===== src/rtl/instr_loader.sv =====
// Boot-time program loader: turns a byte stream (16-bit word count, then little-endian words)
// into instruction-memory writes, holding the CPU in reset until the whole image is in place.
module instr_loader #(
  parameter int          MEM_WORDS = 64,
  parameter logic [31:0] BASE_ADDR = 32'h0000_0000
) (
  input  logic        clk,
  input  logic        reset,
  input  logic        byte_valid,
  input  logic [7:0]  byte_data,
  output logic        byte_ready,
  output logic        imem_we,
  output logic [31:0] imem_addr,
  output logic [31:0] imem_wdata,
  output logic        cpu_reset,
  output logic        load_done,
  output logic        load_err
);

  localparam int IDX_W = $clog2(MEM_WORDS + 1);

  typedef enum logic [2:0] {CNT_LO, CNT_HI, DATA, WRITE, DONE, ERR} state_t;

  state_t           state_q, state_d;
  logic [15:0]      cnt_q, cnt_d;
  logic [IDX_W-1:0] idx_q, idx_d;
  logic [1:0]       lane_q, lane_d;
  logic [23:0]      word_q, word_d;
  logic [31:0]      addr_q, addr_d;
  logic [31:0]      wdata_q, wdata_d;
  logic             ready_q, ready_d;

  logic             accept;
  logic [15:0]      n_hdr;
  logic [16:0]      idx_inc;

  assign accept  = byte_valid & ready_q;
  assign n_hdr   = {byte_data, cnt_q[7:0]};
  assign idx_inc = 17'(idx_q) + 17'd1;

  always_comb begin
    state_d = state_q;
    cnt_d   = cnt_q;
    idx_d   = idx_q;
    lane_d  = lane_q;
    word_d  = word_q;
    addr_d  = addr_q;
    wdata_d = wdata_q;

    unique case (state_q)
      CNT_LO: begin
        if (accept) begin
          cnt_d[7:0] = byte_data;
          state_d    = CNT_HI;
        end
      end
      CNT_HI: begin
        if (accept) begin
          cnt_d  = n_hdr;
          idx_d  = '0;
          lane_d = '0;
          if (n_hdr == 16'd0)                      state_d = DONE;
          else if (32'(n_hdr) > 32'(MEM_WORDS))    state_d = ERR;
          else                                     state_d = DATA;
        end
      end
      DATA: begin
        if (accept) begin
          lane_d = lane_q + 2'd1;
          case (lane_q)
            2'd0:    word_d[7:0]   = byte_data;
            2'd1:    word_d[15:8]  = byte_data;
            2'd2:    word_d[23:16] = byte_data;
            default: begin
              // Output registers only move here, so they hold between write strobes.
              wdata_d = {byte_data, word_q};
              addr_d  = BASE_ADDR + (32'(idx_q) << 2);
              state_d = WRITE;
            end
          endcase
        end
      end
      WRITE: begin
        idx_d   = idx_q + 1'b1;
        state_d = (idx_inc == {1'b0, cnt_q}) ? DONE : DATA;
      end
      default: ;
    endcase

    // Registered so that ready stays low until the first edge after reset release.
    ready_d = (state_d == CNT_LO) || (state_d == CNT_HI) ||
              (state_d == DATA)   || (state_d == ERR);
  end

  always_ff @(posedge clk or negedge reset) begin
    if (!reset) begin
      state_q <= CNT_LO;
      cnt_q   <= '0;
      idx_q   <= '0;
      lane_q  <= '0;
      word_q  <= '0;
      addr_q  <= BASE_ADDR;
      wdata_q <= '0;
      ready_q <= 1'b0;
    end else begin
      state_q <= state_d;
      cnt_q   <= cnt_d;
      idx_q   <= idx_d;
      lane_q  <= lane_d;
      word_q  <= word_d;
      addr_q  <= addr_d;
      wdata_q <= wdata_d;
      ready_q <= ready_d;
    end
  end

  assign byte_ready = ready_q;
  assign imem_we    = (state_q == WRITE);
  assign imem_addr  = addr_q;
  assign imem_wdata = wdata_q;
  assign cpu_reset  = (state_q != DONE);
  assign load_done  = (state_q == DONE);
  assign load_err   = (state_q == ERR);

endmodule


===== config.mk =====
export PLATFORM = sky130hd
export DESIGN_NAME = instr_loader
export DESIGN_NICKNAME = d
export VERILOG_FILES = /design/src/rtl/instr_loader.sv
export SDC_FILE = /design/constraint.sdc
export NUM_CORES = 1
export LEC_CHECK = 0
export ABC_CLOCK_PERIOD_IN_PS = 2150
export BUFFER_PORTS_ARGS = -buffer_cell sky130_fd_sc_hd__buf_2
export CORE_MARGIN = 2
export CORE_UTILIZATION = 55
export CTS_CLUSTER_DIAMETER = 60
export DETAILED_ROUTE_END_ITERATION = 8
export PLACE_DENSITY = 0.79
export REMOVE_ABC_BUFFERS = 1
export SLEW_MARGIN = 40
export SYNTH_ARGS = -nofsm -noshare
export SYNTH_HDL_FRONTEND = slang
export SYNTH_SLANG_ARGS = --single-unit

===== constraint.sdc =====
create_clock -name clk -period 2.15 [get_ports clk]
set_input_delay 0.43 -clock clk [delete_from_list [all_inputs] [get_ports clk]]
set_output_delay 0.43 -clock clk [all_outputs]
set_load 0.05 [all_outputs]

==> impl_metrics.csv <==
group,metric,value,unit
critical_path,endpoint,"imem_we",
floorplanning,rows,31,
power,power,3.02,mW
synth,yosysTopAreaCell,"dfrtp_1",
power,p_per_area,632,nW/µm²
drt,vias,2706,
synth,synth.cells.most_frequent,"dfrtp_1, mux2_1, buf_4",
critical_path,cp_data_required_time,1.72,ns
timing,grt_setup_unrepaired,"false",
synth,ys_ff_latch,92,
grt,antenna_found_initial,0,
outcome,status,"finished, final reports clean",
synth,ys_top_cells_by_area,"dfrtp_1, mux2_1, buf_4",
cts,clkSinkCount,92,
cts,htree_levels,3,
floorplanning,dieArea,8290,µm²
placement,dpl.hpwl,5630,µm
synth,synth_top_area_frac,0.552,
cts,cts_max_path_buffers,2,
synth,avgSynthCellArea,12.9,µm²
critical_path,cpPeakStageDelay,0.45,ns
floorplanning,die_y,91.1,µm
synth,synth.most_common_cell,"dfrtp_1",
grt,gr-total-overflow,0,
timing,setup_viol,0,
critical_path,endpoint_kind,"output pin",
cts,post_cts_buffers,0,
critical_path,crit_type,"reg -> out",
layout,register_area,2300,µm²
drt,antenna_left,0,
critical_path,reg2reg_to,"byte_ready$_DFF_PN0_",
critical_path,path_buf_inv,2,
layout,syn_to_final_growth,14.4,%
drt,vias_per_cell,5.42,
floorplanning,initial_utilization,0.572,
power,p_clk_frac,0.372,
cts,clockRootBuffer,"clkbuf_8",
synth,syn-cell-area,4170,µm²
hold_path,hold_path.class,"in -> reg",
synth,syn_inst,324,
placement,port-buffer-count,54,
synth,yosysSeqAreaShare,0.552,
power,p_leak,2.62,nW
timing,slew_violations,0,
cts,cts_tree,"done",
drt,post-route-drc-count,0,
cts,cts-buffers-inserted,9,
timing,final-hold-violation-count,0,
critical_path,worstReg2RegStart,"cnt_q[1]$_DFFE_PN0P_",
critical_path,start_kind,"register",
power,internal_power,2.22,mW
layout,antenna_cells,0,
timing,max_slew_margin,0.652,
layout,fillers,575,
critical_path,critPathSlowestCell,"dfrtp_1",
drt,routed-wl-met2,3730,µm
critical_path,reg2reg_setup_slack,0.16,ns
timing,worstMarginPinSlew,0.520,ns
layout,multi_input_area,1690,µm²
power,p_switching,794,µW
critical_path,crit_family,"flip-flops",
power,power_frac_seq,0.573,
placement,routabilityCongestion,0.822,
critical_path,worst-path-max-fanout,6,
synth,synth_cell_types,48,
grt,grt_max_degree,58,
critical_path,r2r.worst_path.cells,5,
placement,place_area,4560,µm²
grt,track_usage,0.203,
hold_path,holdPathStages,2,
power,switching_share,0.263,
drt,first_iter_violations,160,
grt,grt_pass1_wl,13200,µm
cts,clk_latency,0.37,ns
floorplanning,die_w,91.1,µm
synth,synthFlopType,"dfrtp_1",
timing,fin_worst_skew,0.00967,ns
grt,grt_pass1_vias,2676,
power,combPwrFrac,0.055,
floorplanning,coreArea,7290,µm²
timing,max_freq,485,MHz
synth,synth-edff-count,0,
timing,period_share,0.960,
drt,dr.pass1.iters,4,
drt,drt-total-wl,7870,µm
flow_run,cap_violations,0,
drt,wl_per_cell,15.8,µm
synth,ys_warn_count,0,
timing,timing.final.crit_period,2.06,ns
layout,final_area,4770,µm²
drt,wl_met3,465,µm
layout,finalNetCount,411,
cts,path_clk_slew,0.10,ns
drt,maxUsedRoutingLayer,"met4",
critical_path,path_depth,4,
drt,wl_met1,3550,µm
floorplanning,boundaryPins,80,
critical_path,arrival,1.63,ns
power,irDropWorstVdd,0.592,mV
critical_path,crit_chain,"nand2b_1 > or2_1 > inv_2 > clkbuf_4",
layout,final_layout_size_suffix_gt1_frac,0.283,
synth,async_reset_ff_frac,1.00,
[sequential cells by signal (all words and copies together), names as in the netlist, named ones only]
signal / flops
imem_wdata: 32
word_q: 24
byte_ready: 1
idx_q: 7
cnt_q: 16
lane_q: 2
state_q: 1
imem_addr: 7
[worst min path at each step]
| stage | start | endpoint | slack (ns) |
|---|---|---|---|
| after floorplan | reset | async pin | 0.13 |
| after global placement | reset | imem_wdata[4]$_DFFE_PN0P_ | 0.32 |
| after detailed placement | reset | imem_wdata[4]$_DFFE_PN0P_ | 0.31 |
| after CTS | byte_data[6] | imem_wdata[30]$_DFFE_PN0P_ | 0.36 |
| after global routing | byte_data[5] | word_q[13]$_DFFE_PN0P_ | 0.38 |
| final | byte_data[6] | imem_wdata[30]$_DFFE_PN0P_ | 0.37 |
[per-layer routing]
layer,global-route usage,up-vias
met4,0.0644,0
met2,0.318,79
li1,-,1245
met5,0,-
met1,0.273,1370
met3,0.0606,12
[metrics by stage]
stage	hold slack, ns	utilization	TNS (ns)	worst slack, ns	instances
CTS	0.357	0.653	0	0.0530	499
floorplan	0.134	-	-21.39	-0.445	311
global placement	0.315	0.625	0	0.0182	482
detailed placement	0.311	0.625	-0.0507	-0.0507	482
global route	0.382	0.654	0	0.00215	499
finish	0.370	0.654	0	0.0868	499
[cells by family after synthesis]
family	count (synthesis)	share of synthesized area
flops	92	0.552
mux	79	0.213
simple gates	62	0.0862
buf+inv	45	0.0657
compound gates	32	0.0495
xor+xnor	8	0.0168
fa+ha+maj	5	0.0150
other cells	1	0.000900
[final cells by class]
cell class	count	area share
multi-input cells	211	0.354
repair buffers	73	0.0908
well taps	99	0.0260
clock buffers	10	0.0289
inverters	8	0.00630
flip-flops and latches	92	0.483
clock inverters	6	0.0110
[what timing repair did]
| action | CTS | global route |
|---|---|---|
| hold buffers | 1 | 0 |
| gates resized for setup | 1 | 2 |
| setup endpoints to repair | 1 | 3 |
| endpoints found under the hold margin | 16 | 0 |
[power by group through the flow]
| stage | sequential (mW) | clock (mW) | combinational [mW] |
|---|---|---|---|
| after detailed placement | 1.76 | 0 | 0.166 |
| after global placement | 1.76 | 0 | 0.166 |
| after floorplan | 1.76 | 0 | 0.0976 |
| after CTS | 1.73 | 1.15 | 0.168 |
| after global routing | 1.73 | 1.23 | 0.181 |
| final | 1.73 | 1.12 | 0.166 |
[cell usage in the layout (no fill, tap or decap), drive strengths merged, types with 3 or more instances in the layout]
master,Yosys,layout
mux2,79,79
xor2,4,4
ha,5,5
nand3,6,6
or3,3,3
nand2,15,15
dfrtp,92,92
clkbuf,3,11
a21oi,7,7
inv,8,12
buf,34,71
o21ai,12,12
xnor2,4,4
nor2,9,9
nor3,5,5
conb,1,25
nand4,4,4
nor4,3,3
No activity file was read; power rests on OpenSTA's default activity.
